[src/rtl/sram_req_ctrl_if.sv]
// Request/response handshake bundle for sram_req_ctrl.
// The master drives requests and accepts responses; the slave is the controller.
interface sram_req_ctrl_if #(
  parameter int ADDR_WIDTH = 4,
  parameter int DATA_WIDTH = 8
);
  logic                  req_valid;
  logic                  req_ready;
  logic                  req_we;
  logic [ADDR_WIDTH-1:0] req_addr;
  logic [DATA_WIDTH-1:0] req_wdata;
  logic                  rsp_valid;
  logic                  rsp_ready;
  logic [DATA_WIDTH-1:0] rsp_rdata;

  modport master (
    output req_valid, req_we, req_addr, req_wdata, rsp_ready,
    input  req_ready, rsp_valid, rsp_rdata
  );

  modport slave (
    input  req_valid, req_we, req_addr, req_wdata, rsp_ready,
    output req_ready, rsp_valid, rsp_rdata
  );
endinterface

[src/rtl/sram_req_ctrl.sv]
// Single-port SRAM request controller: one write or read at a time, registered outputs.
// Define SRAM_REQ_CNT_EN to add saturating wr_cnt/rd_cnt transaction counters.
module sram_req_ctrl #(
  parameter int ADDR_WIDTH = 4,
  parameter int DATA_WIDTH = 8
) (
  input  logic                  clk,
  input  logic                  rst,
  sram_req_ctrl_if.slave        bus,
  output logic                  wr_en,
  output logic                  rd_enb,
  output logic [ADDR_WIDTH-1:0] addr,
  output logic [DATA_WIDTH-1:0] w_data,
  input  logic [DATA_WIDTH-1:0] r_data
`ifdef SRAM_REQ_CNT_EN
  ,
  output logic [15:0]           wr_cnt,
  output logic [15:0]           rd_cnt
`endif
);

  localparam logic [2:0] IDLE    = 3'd0;
  localparam logic [2:0] WRITE   = 3'd1;
  localparam logic [2:0] READ    = 3'd2;
  localparam logic [2:0] WAIT_RD = 3'd3;
  localparam logic [2:0] RESP    = 3'd4;

  logic [2:0]            state_q, state_d;
  logic                  req_ready_q, req_ready_d;
  logic                  wr_en_q, wr_en_d;
  logic                  rd_enb_q, rd_enb_d;
  logic                  rsp_valid_q, rsp_valid_d;
  logic [ADDR_WIDTH-1:0] addr_q, addr_d;
  logic [DATA_WIDTH-1:0] w_data_q, w_data_d;
  logic [DATA_WIDTH-1:0] rsp_rdata_q, rsp_rdata_d;

  always_comb begin
    state_d     = state_q;
    addr_d      = addr_q;
    w_data_d    = w_data_q;
    rsp_rdata_d = rsp_rdata_q;
    case (state_q)
      IDLE: begin
        if (req_ready_q && bus.req_valid) begin
          addr_d   = bus.req_addr;
          w_data_d = bus.req_wdata;
          state_d  = bus.req_we ? WRITE : READ;
        end
      end
      WRITE:   state_d = IDLE;
      READ:    state_d = WAIT_RD;
      WAIT_RD: begin
        rsp_rdata_d = r_data;
        state_d     = RESP;
      end
      RESP:    if (bus.rsp_ready) state_d = IDLE;
      default: state_d = IDLE;
    endcase
    // Outputs are decoded from the next state so they are registered alongside it.
    req_ready_d = (state_d == IDLE);
    wr_en_d     = (state_d == WRITE);
    rd_enb_d    = (state_d == READ);
    rsp_valid_d = (state_d == RESP);
  end

  always_ff @(posedge clk or negedge rst) begin
    if (!rst) begin
      state_q     <= IDLE;
      req_ready_q <= 1'b0;
      wr_en_q     <= 1'b0;
      rd_enb_q    <= 1'b0;
      rsp_valid_q <= 1'b0;
      addr_q      <= '0;
      w_data_q    <= '0;
      rsp_rdata_q <= '0;
    end else begin
      state_q     <= state_d;
      req_ready_q <= req_ready_d;
      wr_en_q     <= wr_en_d;
      rd_enb_q    <= rd_enb_d;
      rsp_valid_q <= rsp_valid_d;
      addr_q      <= addr_d;
      w_data_q    <= w_data_d;
      rsp_rdata_q <= rsp_rdata_d;
    end
  end

  assign bus.req_ready = req_ready_q;
  assign bus.rsp_valid = rsp_valid_q;
  assign bus.rsp_rdata = rsp_rdata_q;
  assign wr_en         = wr_en_q;
  assign rd_enb        = rd_enb_q;
  assign addr          = addr_q;
  assign w_data        = w_data_q;

`ifdef SRAM_REQ_CNT_EN
  logic [15:0] wr_cnt_q, rd_cnt_q;

  always_ff @(posedge clk or negedge rst) begin
    if (!rst) begin
      wr_cnt_q <= '0;
      rd_cnt_q <= '0;
    end else begin
      if (wr_en_q && (wr_cnt_q != '1)) wr_cnt_q <= wr_cnt_q + 16'd1;
      if (rd_enb_q && (rd_cnt_q != '1)) rd_cnt_q <= rd_cnt_q + 16'd1;
    end
  end

  assign wr_cnt = wr_cnt_q;
  assign rd_cnt = rd_cnt_q;
`endif

endmodule

[src/flat_wrapper.sv]
// flat-port wrapper written by rule: the top's interface ports become plain ports
module sram_req_ctrl_flat 
#(
  parameter int ADDR_WIDTH = 4,
  parameter int DATA_WIDTH = 8
)
  (clk, rst, wr_en, rd_enb, addr, w_data, r_data, bus_req_valid, bus_req_we, bus_req_addr, bus_req_wdata, bus_rsp_ready, bus_req_ready, bus_rsp_valid, bus_rsp_rdata);
  sram_req_ctrl_if #(.ADDR_WIDTH(ADDR_WIDTH), .DATA_WIDTH(DATA_WIDTH)) bus_i ();
  input  logic clk;
  input  logic rst;
  output logic wr_en;
  output logic rd_enb;
  output logic [ADDR_WIDTH-1:0] addr;
  output logic [DATA_WIDTH-1:0] w_data;
  input  logic [DATA_WIDTH-1:0] r_data;
  input wire logic [$bits(bus_i.req_valid)-1:0] bus_req_valid;
  input wire logic [$bits(bus_i.req_we)-1:0] bus_req_we;
  input wire logic [$bits(bus_i.req_addr)-1:0] bus_req_addr;
  input wire logic [$bits(bus_i.req_wdata)-1:0] bus_req_wdata;
  input wire logic [$bits(bus_i.rsp_ready)-1:0] bus_rsp_ready;
  output wire logic [$bits(bus_i.req_ready)-1:0] bus_req_ready;
  output wire logic [$bits(bus_i.rsp_valid)-1:0] bus_rsp_valid;
  output wire logic [$bits(bus_i.rsp_rdata)-1:0] bus_rsp_rdata;
  assign bus_i.req_valid = bus_req_valid;
  assign bus_i.req_we = bus_req_we;
  assign bus_i.req_addr = bus_req_addr;
  assign bus_i.req_wdata = bus_req_wdata;
  assign bus_i.rsp_ready = bus_rsp_ready;
  assign bus_req_ready = bus_i.req_ready;
  assign bus_rsp_valid = bus_i.rsp_valid;
  assign bus_rsp_rdata = bus_i.rsp_rdata;
  sram_req_ctrl #(.ADDR_WIDTH(ADDR_WIDTH), .DATA_WIDTH(DATA_WIDTH)) u_core (.clk(clk), .rst(rst), .bus(bus_i), .wr_en(wr_en), .rd_enb(rd_enb), .addr(addr), .w_data(w_data), .r_data(r_data));
endmodule
[config.mk]
export PLATFORM = sky130hd
export DESIGN_NAME = sram_req_ctrl_flat
export DESIGN_NICKNAME = d
export VERILOG_FILES = /design/src/rtl/sram_req_ctrl_if.sv /design/src/rtl/sram_req_ctrl.sv /design/src/flat_wrapper.sv
export SDC_FILE = /design/constraint.sdc
export NUM_CORES = 1
export LEC_CHECK = 0
export CAP_MARGIN = 5
export CORE_ASPECT_RATIO = 0.75
export CORE_MARGIN = 4
export CORE_UTILIZATION = 35
export CTS_CLUSTER_SIZE = 12
export DETAILED_ROUTE_END_ITERATION = 8
export PLACE_DENSITY_LB_ADDON = 0.2
export REMOVE_ABC_BUFFERS = 1
export SLEW_MARGIN = 20
export SYNTH_ARGS = -nofsm -noshare
export SYNTH_HDL_FRONTEND = slang
export SYNTH_SLANG_ARGS = --single-unit
[constraint.sdc]
create_clock -name clk -period 2.8 [get_ports clk]
set_input_delay 0.28 -clock clk [delete_from_list [all_inputs] [get_ports clk]]
set_output_delay 0.28 -clock clk [all_outputs]
set_load 0.01 [all_outputs]
* Yosys cells after proc, flatten, opt, wreduce, memory -nomap -nowiden
Cells that the tools add are included.
** Storage, ports and cells
- Register bits after elaboration :: 27
- Output and inout port bits :: 24
- Word-level logic and storage cells :: 22
** Cells by class
- Eq/ne operators :: 6
- Mux-type cells :: 4
- Reduce and logical (&&, ||, !) cells :: 4
** Operators with widths (number)
- case mux 3 bit (4 select lines) :: 1
- equality test 3 x 2 -> 1 bit, second input constant :: 3
- equality test 3 bit, second input constant :: 2
- logical NOT 3 bit :: 2
- two-way mux 3 bit :: 2
- equality test 3 x 1 -> 1 bit, second input constant :: 1
- two-way mux 2 bit :: 1
- AND reduction 2 bit :: 1
- logical AND 1 bit :: 1

* Logic depth before layout (Yosys ltp)
Gate-level depths: netlist of run 1.
- Depth after elaboration :: 4
- Mapped depth :: 5

* Worst setup path before layout of run 1
No wires, ideal clock.
- Path type :: register -> register
- Start :: reg u_core.state_q[0]
- End :: reg u_core.addr_q[0], in the netlist u_core.addr[0]
- Library setup time :: 125 ps
- Arrival time :: 1531 ps
- Path slack :: 1144 ps
- Cell stages (with the launch flop) :: 6
- Path buffers :: 3
- Cell sequence :: dfrtp_1 > buf_6 > or4_4 > buf_6 > buf_12 > mux2_4
** On the way
- Cells in the longest elaborated chain, start to end :: 2
** RTL lines
- start: declaration :: RTL line sram_req_ctrl.sv:28 : logic [2:0] state_q, state_d;
- start signal: assignment :: RTL line sram_req_ctrl.sv:77 : state_q <= state_d;
- logical NOT 3 bit :: RTL line sram_req_ctrl.sv:42 : case (state_q)
- AND reduction 2 bit (no line)
- end signal: assignment :: RTL line sram_req_ctrl.sv:82 : addr_q <= addr_d;
- end: declaration :: RTL line sram_req_ctrl.sv:33 : logic [ADDR_WIDTH-1:0] addr_q, addr_d;
Every way passes these cells.
A chain may end at the register's enable or synchronous reset.

* Worst setup path after layout of run 1
- Start :: in bus_req_valid
- End :: reg u_core.w_data_q[1], in the netlist u_core.w_data[1]
** On the way
- Cells in the longest elaborated chain, start to end :: 2
** RTL lines
- start: declaration :: RTL line flat_wrapper.sv:16 : input wire logic [$bits(bus_i.req_valid)-1:0] bus_req_valid;
- logical AND 1 bit :: RTL line sram_req_ctrl.sv:44 : if (req_ready_q && bus.req_valid) begin
- AND reduction 2 bit (no line)
- end signal: assignment :: RTL line sram_req_ctrl.sv:83 : w_data_q <= w_data_d;
- end: declaration :: RTL line sram_req_ctrl.sv:34 : logic [DATA_WIDTH-1:0] w_data_q, w_data_d;
Every way passes these cells.

==> results.yml, run 1 <==
outcome:
  status: "finished clean"
critical_path:
  crit_fanout: 14
  worst_ep_arrival_time_ps: 1770
  r2r_cells: 2
  r2r-start: "u_core.state_q[1]"
  startpoint_type: "input port"
  critical-path-top-delay-family: "simple AND/OR/NAND/NOR gates"
  path_class: "in2reg"
  path_cells: "clkdlybuf4s50_1 -> nand2_1 -> or4_4 -> mux2_4"
  endpoint_kind: "register"
  cp.required_ps: 2950
  crit_buf_inv: 1
  cp.depth: 4
  cp_slowest_cell: "or4_4"
  startpoint: "bus_req_valid"
  critPathMaxStageDelay_ps: 560
synthesis:
  avgSynthCellArea_um2: 15.9
  synth_area_leader_cell: "dfrtp_1"
  ys_types: 16
  ys_warn_count: 0
  synth.ff_latch_count: 27
  yosysSeqAreaShare_pct: 63.2
  yosys-top-cells-area: "dfrtp_1 (63%), mux2_2 (13%), mux2_4 (11%), buf_6 (2.1%), buf_12 (1.9%)"
  synth_area_um2: 1070
  yosysTopAreaCellShare_pct: 63.2
  netlist_instances: 67
routing:
  wl_per_cell_um: 13.6
  initialDrtViolationCount: 30
  ant_nets: 0
  viasPerCell: 4.57
  dr.pass1.iters: 4
  routed_wl_um: 2100
  vias: 708
  drc: 0
sta:
  slew_viol_final: 0
  tightest_slew_ps: 408
  grt_setup_unrepaired: "no"
  timing.hold.ws_ps: 378
  hold_viol_final: 0
  finalCritPeriodShare_pct: 57.7
  relSlewSlack_pct: 72.7
  finalClockSkew_ps: 4.06
  fin_setup_tns_ps: 0
  period_needed_ps: 1620
  max_freq_mhz: 619
  setup_viol: 0
global_routing:
  grt_max_degree: 28
  overflow: 0
  grt_pass1_wl_um: 3660
  grt_util_all_layers_pct: 11.6
  antenna_found_initial: 0
  grt_pass1_vias: 782
clocking:
  clockBufferDepth: 2
  cts_setup_buffers: 0
  path_clk_slew_ps: 90
  clock-sinks: 27
  cts-buffers-inserted: 3
  cts_hold_buf: 0
  cts_tree: "yes"
  cts-root-buf: "clkbuf_8"
  insertion_delay_ps: 270
  post_cts_resized: 0
  h-tree-depth: 1
finish:
  final_common_cell: "clkdlybuf4s50_1"
  drive_above_1_share_pct: 22.2
  fin_nets: 143
  layout_common_cells: "clkdlybuf4s50_1 (48), dfrtp_1 (27), mux2_2 (12)"
  stdcell_area_um2: 1610
  n_antenna_cell: 0
  synthToLayoutAreaGrowth_pct: 50.5
  fill_cells: 252
  final_core_util_pct: 54.8
power_and_ir_drop:
  worst_ir_drop_vdd_uv: 527
  leakagePower_nw: 0.705
  swShare_pct: 29.0
  clkPwrFrac_pct: 12.6
  p_seq_share_pct: 41.0
  p_per_area_nw_per_um2: 1040
  p_int_mw: 1.19
  power_frac_comb_pct: 46.4
  p_switching_mw: 0.486
floorplanning:
  rows: 17
  num_io_pins: 49
  start_util_pct: 36.4
  coreArea_um2: 2940
  die_x_um: 71.8
  die_area_um2: 4010
  dieHeight_um: 55.9
placement:
  gp_congestion: 0.665
  hpwl_um: 1640
  io_buffer_count: 48
  postPlaceCellArea_um2: 1560
hold_path:
  hold_class: "in2async"
job:
  max_cap_violations: 0
## worst reg2reg max path, delay by kind of cell (launching register included)
family	cells	cell delay, ps
simple gates	1	700
mux	1	350
flops	1	450
## state kept, by name, summed over array words and instances (netlist names)
register / flops
u_core.state_q: 3
u_core.bus.rsp_valid: 1
u_core.rd_enb: 1
u_core.w_data: 8
u_core.addr: 4
u_core.bus.rsp_rdata: 8
u_core.wr_en: 1
u_core.bus.req_ready: 1
## worst paths after layout
path	to	slack, ps
setup / recovery	u_core.w_data[1]	1180
hold / removal	u_core.bus.rsp_rdata[5]	380
setup reg to reg	u_core.w_data[1]	1200
hold reg to reg	u_core.w_data[3]	510
max in group asynchronous	u_core.addr[0]	2170
min in group clk	u_core.w_data[3]	510
## through the flow
| stage | setup slack (ps) | power [mW] | std cells |
|---|---|---|---|
| finish | 1180 | 1.68 | 155 |
| global route | 1130 | 1.79 | 155 |
| CTS | 1180 | 1.70 | 155 |
| detailed placement | 905 | 1.48 | 151 |
| global placement | 924 | 1.47 | 151 |
| floorplan | 1280 | 1.05 | 64 |
## cell usage after synthesis, drive strengths merged
cell	number
o22ai	1
dfrtp	27
nor2b	1
nor2	2
or4	1
nor3	2
inv	2
nand2b	1
a21oi	1
nand2	2
buf	3
o31ai	2
a31oi	2
mux2	20
## power groups by stage
stage / registers [mW] / logic (mW) / clock network, mW
after floorplan: 0.759 / 0.292 / 0
after global placement: 0.687 / 0.778 / 0
after detailed placement: 0.694 / 0.790 / 0
after CTS: 0.689 / 0.792 / 0.221
after global routing: 0.714 / 0.836 / 0.239
final: 0.686 / 0.777 / 0.212
## cells by family (layout without fill, tap and decap cells)
group	Yosys count	in the layout	share of synthesized area, %
compound gates	6	6	3.63
buf+inv	5	55	4.68
flops	27	27	63.2
mux	20	20	23.9
simple gates	9	9	4.57
## metal layers
metal | up-vias | routed length (um) | track usage, %
li1 | 332 | - | -
met5 | - | 0 | 0
met2 | 20 | 1090 | 18.6
met4 | 0 | 11 | 1.61
met3 | 2 | 157 | 5.78
met1 | 354 | 847 | 14.5
## layout make-up
type | instances | area (um^2) | share of cell area [%]
flip-flops and latches | 27 | 676 | 42.0
repair buffers | 49 | 488 | 30.4
multi-input cells | 35 | 343 | 21.3
well taps | 38 | 47.5 | 2.96
clock buffers | 3 | 41.3 | 2.57
inverters | 2 | 7.51 | 0.467
clock inverters | 1 | 5.00 | 0.311
No activity file was read; power rests on OpenSTA's default activity.
==> run 2: changes to the inputs <==
==> constraint.sdc (replaced) <==
create_clock -name clk -period 1.5 [get_ports clk]
set_input_delay 0.15 -clock clk [delete_from_list [all_inputs] [get_ports clk]]
set_output_delay 0.15 -clock clk [all_outputs]
set_load 0.01 [all_outputs]
==> results.yml, run 2 (synthesized netlist as in run 1, its figures left out) <==
outcome:
  status: "finished, violations left"
  violations: "negative setup slack"
sta:
  finalCritPeriodShare_pct: 101
  setup_viol: 7
  max_freq_mhz: 658
  period_needed_ps: 1520
  slew_viol_final: 0
  grt_setup_unrepaired: "yes"
  timing.hold.ws_ps: 248
  finalClockSkew_ps: 5.16
  hold_viol_final: 0
  tightest_slew_ps: 340
  fin_ws_ps: -18.7
  relSlewSlack_pct: 77.3
clocking:
  cts-buffers-inserted: 3
  cts-root-buf: "clkbuf_8"
  cts_tree: "yes"
  insertion_delay_ps: 260
  clock-sinks: 27
  h-tree-depth: 1
  clockBufferDepth: 2
  cts_hold_buf: 0
  path_clk_slew_ps: 90
critical_path:
  crit_fanout: 7
  cp.required_ps: 1650
  endpoint_kind: "register"
  worst_ep_arrival_time_ps: 1670
  startpoint_type: "input port"
  path_class: "in2reg"
floorplanning:
  coreArea_um2: 2940
  die_area_um2: 4010
  die_x_um: 71.8
  rows: 17
  dieHeight_um: 55.9
  start_util_pct: 36.4
  num_io_pins: 49
routing:
  drc: 0
  vias: 743
  routed_wl_um: 2270
  initialDrtViolationCount: 26
  ant_nets: 0
  viasPerCell: 4.56
  dr.pass1.iters: 4
  wl_per_cell_um: 14.0
finish:
  fin_nets: 151
  synthToLayoutAreaGrowth_pct: 57.8
  n_antenna_cell: 0
  final_cell_count_no_fill: 163
  multi_input_area_um2: 357
  stdcell_area_um2: 1690
  drive_above_1_share_pct: 28.0
  final_common_cell: "clkdlybuf4s50_1"
  register_area_um2: 676
  layout_common_cells: "clkdlybuf4s50_1 (48), dfrtp_1 (27), mux2_2 (12)"
  fill_cells: 269
global_routing:
  overflow: 0
  antenna_found_initial: 0
  grt_max_degree: 28
  grt_pass1_wl_um: 3950
  grt_pass1_vias: 833
  grt_util_all_layers_pct: 12.6
placement:
  io_buffer_count: 48
  gp_congestion: 0.724
  pre_cts_ws_ps: -230
  postPlaceCellArea_um2: 1620
  hpwl_um: 1580
  placedCellCount: 157
hold_path:
  hold_class: "in2async"
power_and_ir_drop:
  leakagePower_nw: 0.748
  worst_ir_drop_vdd_uv: 724
  p_per_area_nw_per_um2: 1940
job:
  max_cap_violations: 0
run 2: timing repair:
action | CTS | global route
setup endpoints to repair | 12 | 10
gates resized for setup | 1 | 1
setup buffers | 0 | 1
pin swaps | 0 | 2
endpoints found under the hold margin | 0 | 0
gates cloned | 1 | 0
run 2: cell type report:
class | instances | area share, %
Sequential cell | 27 | 40.1
Inverter | 2 | 0.445
Multi-Input combinational cell | 36 | 21.1
Clock buffer | 3 | 2.45
Clock inverter | 1 | 0.297
Timing Repair Buffer | 56 | 32.8
Tap cell | 38 | 2.82
run 2: worst max-delay path, cell delays in order:
cell	delay [ps]
clkdlybuf4s50_1	500
nand2_2	60
or4_4	630
mux2_4	330
run 2: report_power, final:
| part | switching (mW) | leakage (nW) | total, mW | internal [mW] |
|---|---|---|---|---|
| sequential | 0.187 | 0.326 | 1.25 | 1.07 |
| combinational | 0.564 | 0.396 | 1.63 | 1.06 |
| clock | 0.207 | 0.0255 | 0.393 | 0.185 |
| total | 0.958 | 0.748 | 3.27 | 2.32 |
run 2: final timing paths:
check | slack, ps | start | to | cells after the start
worst max-delay path | -20 | bus_req_valid | u_core.addr[1] | 4
worst min-delay path | 250 | rst | u_core.bus.rsp_rdata[1] | 2
worst max register to register | 0 | u_core.bus.req_ready | u_core.addr[1] | 3
worst min register to register | 520 | u_core.w_data[4] | u_core.w_data[4] | 1
max in group asynchronous | 1000 | rst | u_core.addr[2] | 2
min in group clk | 480 | bus_req_we | u_core.rd_enb | 2
run 2: through the flow:
| step | util (%) | power [mW] | setup TNS (ps) |
|---|---|---|---|
| 2_1_floorplan | - | 1.96 | -152 |
| 3_3_place_gp | 55.2 | 2.82 | -2560 |
| 3_5_place_dp | 55.2 | 2.85 | -2640 |
| 4_1_cts | 57.1 | 3.30 | -85.4 |
| 5_1_grt | 57.5 | 3.48 | -230 |
| 6_report | 57.5 | 3.27 | -93.8 |
run 2: metal layers:
metal	up-vias	track usage [%]	part of all wire [%]
met3	2	5.78	7.8
met5	-	0	0
li1	350	-	-
met4	0	3.22	0.79
met2	23	19.5	47
met1	368	16.1	44
